`src/rtl/reg_shift_pkg.sv`:
```
// Shared types for the channelised shift-register bank.
// Optional parity readback is enabled by defining SHIFT_BANK_PARITY_EN.
package reg_shift_pkg;

  typedef enum logic [1:0] {
    MODE_HOLD  = 2'b00,
    MODE_SHIFT = 2'b01,
    MODE_LOAD  = 2'b10,
    MODE_CLEAR = 2'b11
  } mode_t;

  typedef enum logic {
    S_IDLE  = 1'b0,
    S_SHIFT = 1'b1
  } state_t;

endpackage

```
`src/rtl/reg_shift_cell.sv`:
```
// One WIDTH-bit channel register with shift / load / clear mode mux.
// d_o exposes the next-state value so the bank can register readback without extra latency.
module reg_shift_cell
  import reg_shift_pkg::*;
#(
  parameter int WIDTH = 4
) (
  input  logic             clk_i,
  input  logic             rst_i,
  input  logic             we_i,
  input  mode_t            mode_i,
  input  logic             in_i,
  input  logic [WIDTH-1:0] pdata_i,
  output logic [WIDTH-1:0] q_o,
  output logic [WIDTH-1:0] d_o
);

  logic [WIDTH-1:0] q_q;
  logic [WIDTH-1:0] q_d;

  always_comb begin
    q_d = q_q;
    if (we_i) begin
      unique case (mode_i)
        MODE_HOLD:  q_d = q_q;
        MODE_SHIFT: q_d = {q_q[WIDTH-2:0], in_i};
        MODE_LOAD:  q_d = pdata_i;
        MODE_CLEAR: q_d = '0;
        default:    q_d = q_q;
      endcase
    end
  end

  always_ff @(posedge clk_i) begin
    if (rst_i) begin
      q_q <= '0;
    end else begin
      q_q <= q_d;
    end
  end

  assign q_o = q_q;
  assign d_o = q_d;

endmodule

```
`src/rtl/reg_shift_bank.sv`:
```
// Bank of NCH shift/load registers with serial-frame tracking and registered readback.
// Define SHIFT_BANK_PARITY_EN to add the rpar parity output alongside rout.
module reg_shift_bank
  import reg_shift_pkg::*;
#(
  parameter int WIDTH = 4,
  parameter int NCH   = 4,
  parameter int SELW  = (NCH > 1) ? $clog2(NCH) : 1
) (
  input  logic             clk,
  input  logic             rst,
  input  logic             in,
  input  logic [WIDTH-1:0] pdata,
  input  logic [1:0]       ctrl,
  input  logic [SELW-1:0]  sel,
  output logic [WIDTH-1:0] rout,
  output logic             busy,
  output logic             frame_done
`ifdef SHIFT_BANK_PARITY_EN
  ,
  output logic             rpar
`endif
);

  localparam int CNTW = $clog2(WIDTH + 1);

  mode_t            mode;
  logic             sel_valid;
  logic [NCH-1:0]   we;
  logic [WIDTH-1:0] ch_q [NCH];
  logic [WIDTH-1:0] ch_d [NCH];

  state_t           state_q, state_d;
  logic [CNTW-1:0]  cnt_q, cnt_d;
  logic [SELW-1:0]  tch_q, tch_d;
  logic             done_set;

  logic [WIDTH-1:0] rout_q, rout_d;
  logic             busy_q, busy_d;
  logic             frame_done_q, frame_done_d;

  assign mode      = mode_t'(ctrl);
  assign sel_valid = (32'(sel) < 32'(NCH));

  for (genvar g = 0; g < NCH; g++) begin : gen_ch
    assign we[g] = sel_valid && (32'(sel) == 32'(g));

    reg_shift_cell #(
      .WIDTH (WIDTH)
    ) u_cell (
      .clk_i   (clk),
      .rst_i   (rst),
      .we_i    (we[g]),
      .mode_i  (mode),
      .in_i    (in),
      .pdata_i (pdata),
      .q_o     (ch_q[g]),
      .d_o     (ch_d[g])
    );
  end

  // Frame tracking: only consecutive shifts into the same channel count toward a frame.
  always_comb begin
    state_d  = state_q;
    cnt_d    = cnt_q;
    tch_d    = tch_q;
    done_set = 1'b0;
    if (sel_valid) begin
      unique case (mode)
        MODE_SHIFT: begin
          if (state_q == S_IDLE || sel != tch_q) begin
            state_d = S_SHIFT;
            cnt_d   = CNTW'(1);
            tch_d   = sel;
          end else if (cnt_q == CNTW'(WIDTH - 1)) begin
            state_d  = S_IDLE;
            cnt_d    = '0;
            done_set = 1'b1;
          end else begin
            cnt_d = cnt_q + CNTW'(1);
          end
        end
        MODE_LOAD, MODE_CLEAR: begin
          state_d = S_IDLE;
          cnt_d   = '0;
        end
        default: ;
      endcase
    end
  end

  always_comb begin
    busy_d       = (state_d == S_SHIFT);
    frame_done_d = done_set;
    rout_d       = rout_q;
    for (int i = 0; i < NCH; i++) begin
      if (we[i]) rout_d = ch_d[i];
    end
  end

  always_ff @(posedge clk) begin
    if (rst) begin
      state_q      <= S_IDLE;
      cnt_q        <= '0;
      tch_q        <= '0;
      rout_q       <= '0;
      busy_q       <= 1'b0;
      frame_done_q <= 1'b0;
    end else begin
      state_q      <= state_d;
      cnt_q        <= cnt_d;
      tch_q        <= tch_d;
      rout_q       <= rout_d;
      busy_q       <= busy_d;
      frame_done_q <= frame_done_d;
    end
  end

  assign rout       = rout_q;
  assign busy       = busy_q;
  assign frame_done = frame_done_q;

`ifdef SHIFT_BANK_PARITY_EN
  logic rpar_q;

  always_ff @(posedge clk) begin
    if (rst) begin
      rpar_q <= 1'b0;
    end else begin
      rpar_q <= ^rout_d;
    end
  end

  assign rpar = rpar_q;
`endif

endmodule

```
`config.mk`:
```
export PLATFORM = sky130hd
export DESIGN_NAME = reg_shift_bank
export DESIGN_NICKNAME = d
export VERILOG_FILES = /design/src/rtl/reg_shift_pkg.sv /design/src/rtl/reg_shift_cell.sv /design/src/rtl/reg_shift_bank.sv
export SDC_FILE = /design/constraint.sdc
export NUM_CORES = 1
export LEC_CHECK = 0
export CAP_MARGIN = 20
export CORE_ASPECT_RATIO = 0.5
export CORE_MARGIN = 5
export CORE_UTILIZATION = 50
export DETAILED_ROUTE_END_ITERATION = 16
export HOLD_SLACK_MARGIN = 0.02
export PLACE_DENSITY = 0.75
export SYNTH_ARGS = -nofsm -noshare
export SYNTH_HDL_FRONTEND = slang
export SYNTH_SLANG_ARGS = --single-unit
```
`constraint.sdc`:
```
create_clock -name clk -period 1.3 [get_ports clk]
set_input_delay 0.26 -clock clk [delete_from_list [all_inputs] [get_ports clk]]
set_output_delay 0.26 -clock clk [all_outputs]
set_load 0.01 [all_outputs]
```
==> metrics.cfg <==
[synth]
yosysSeqAreaShare=0.3615
syn_inst=174
synth_enable_flop_cells=0
syn_avg_cell_area_um2=8.593
ys_async_sr_fraction=0
synth-seq-cells=27
synth_area_um2=1495
ys_types=48
synth-main-ff-cell=dfxtp_1
yosys_warnings=0
synthesis.nets=186

[sta]
fin_crit_ps=1307
finalCritPeriodShare=1.006
slew_headroom=0.6739
fin_ws_ps=-7.473
clock.fmax_mhz=764.8
rsz0062_at_grt=true
hold_viol=0
finalClockSkew_ps=5.699
tightest_slew_ps=484.0
drv_slew=0
setup_viol=1

[power]
p_switching_uw=481.9
power_frac_comb=0.224
p_clk_frac=0.278
p_per_area_nw_per_um2=837.6
power_leakage_uw=0.0008686
seq_power_share=0.497
internal_power_uw=1272
vdd_ir_drop_max_mv=0.5212
swShare=0.2747

[finish]
layout-drive-gt1-share=0.3379
antenna_cells=0
layout_common_cells=34 x buf_4, 25 x dfxtp_1, 17 x nor2_1, 10 x nand2_1
fillers=208
utilization=0.7160
syn_to_final_growth_pct=40.08
postLayoutCellArea_um2=2095
final_common_cell=buf_4
fin_nets=232

[grt]
globalRouteTotalUtil=0.2118
grt_overflow=0
grt_pass1_wl_mm=7.224
grt_start_max_net_pins=16
grt_pass1_vias=1464
antenna_found_initial=0

[route]
wl_per_cell_um=16.78
vias=1550
vias_per_cell=5.985
wl_met1_mm=1.954
highest_layer=met4
wl_met3_um=326
drtIter0Drc=166
wl_mm=4.346
dr.pass1.iters=5
wl_met2_mm=1.957
drc=0
antenna_left=0

[die]
core.rowCount=14
die_area_um2=4251
io_pins=17
coreArea_um2=2925
die_w_um=87.34
start_util=0.5111
die_y_um=48.67

[hold_path]
hp-class=input pin to register
worstHoldPathCells=3

[worst_setup_path]
end_kind=register
start_kind=register
regToRegSetupSlack_ps=-7
arrival_ps=1460
cp_max_fo=2
path_class=register to register
r2r_cells=4
crit_required_ps=1460

[placed_design]
dp_hpwl_mm=2.878
port_buffers=16
dpl-instance-area_um2=1916
gp_congestion=0.9146

[clock_network]
clockBufferDepth=2
h-tree-depth=1
cts.clk_slew.worst_paths_ps=100
cts_made_buffers=3
root_buffer=clkbuf_8
numClockSinks=27
clock_latency_ps=280
cts_tree=done

[run_status]
status=finished, violations left
violations=setup timing

[flow_run]
max_cap_violations=0

[final cells by class]
type	count	area, um2	share of cell area
Sequential cell	27	543.0	0.2593
Clock inverter	1	5.005	0.002389
Clock buffer	3	41.29	0.01971
Inverter	4	15.01	0.007168
Timing Repair Buffer	56	505.5	0.2413
Multi-Input combinational cell	128	934.6	0.4462
Tap cell	40	50.05	0.02389
[synth_stat cells (3+ instances only)]
cell type | instances | area share
a211oi_1 | 3 | 0.015
a21o_1 | 6 | 0.030
a21oi_1 | 8 | 0.027
a22oi_1 | 9 | 0.045
buf_2 | 8 | 0.027
clkbuf_1 | 3 | 0.0075
dfxtp_1 | 27 | 0.36
inv_1 | 4 | 0.010
mux2i_1 | 3 | 0.020
nand2_1 | 11 | 0.028
nand2b_1 | 7 | 0.029
nand3_1 | 3 | 0.010
nand3b_1 | 3 | 0.015
nor2_1 | 19 | 0.048
nor2b_1 | 5 | 0.021
nor3_1 | 6 | 0.020
o21ai_0 | 9 | 0.030
[power by group through the flow]
stage / registers [uW] / logic (uW) / clock network (uW)
floorplan: 890 / 187 / 0
global placement: 890 / 338 / 0
detailed placement: 890 / 345 / 0
CTS: 871 / 368 / 500
global route: 877 / 421 / 542
finish: 872 / 394 / 488
[state kept, by name, indices dropped and copies added (netlist names)]
signal,cells
frame_done,1
tch_q,2
gen_ch.u_cell.q_o,16
busy,1
rout,4
cnt_q,3
[final timing paths]
path,startpoint,end
worst max-delay path,gen_ch[2].u_cell.q_o[0],rout[1]
worst min-delay path,pdata[3],gen_ch[3].u_cell.q_o[3]
worst max register to register,gen_ch[2].u_cell.q_o[0],rout[1]
worst min register to register,gen_ch[0].u_cell.q_o[1],gen_ch[0].u_cell.q_o[1]
[what timing repair did]
action	CTS	global route
gates resized for setup	27	15
setup endpoints to repair	32	11
gates cloned	2	0
pin swaps	2	1
setup buffers	2	0
hold buffers	0	0
[metrics by stage]
| step | power (uW) | setup TNS, ps | hold slack (ps) | cells | setup slack, ps |
|---|---|---|---|---|---|
| floorplan | 1077 | 0 | 420.5 | 174 | 14.89 |
| global placement | 1228 | -10940 | 470.1 | 251 | -539.2 |
| detailed placement | 1235 | -12430 | 477.6 | 251 | -626.0 |
| CTS | 1739 | -2.949 | 419.8 | 259 | -2.949 |
| global route | 1839 | -157.5 | 441.1 | 259 | -70.28 |
| finish | 1754 | -7.473 | 429.8 | 259 | -7.473 |
[worst max-delay path: stages (launching register included)]
cell and delay (ps):
dfxtp_1 340, mux4_2 470, nor2b_4 140, a211oi_2 160
a211oi_1 70
[routing by layer]
| metal | vias up | global-route usage |
|---|---|---|
| li1 | 728 | - |
| met1 | 730 | 0.3027 |
| met2 | 74 | 0.3250 |
| met3 | 18 | 0.04407 |
| met4 | 0 | 0.04847 |
| met5 | - | 0 |
[logic make-up (layout without fill, tap and decap cells)]
group                      Yosys count  in the layout  synth area share
DFF                                 27             27            0.3615
buffers and inverters               19             64           0.07196
adders and majority gates            1              1          0.008367
xor gates and xnor gates             2              2           0.01172
and+or+nand+nor                     65             65            0.2251
AOI/OAI and AO/OA                   54             54            0.2636
muxes                                6              6           0.05774
(Power assumes the default switching activity.)
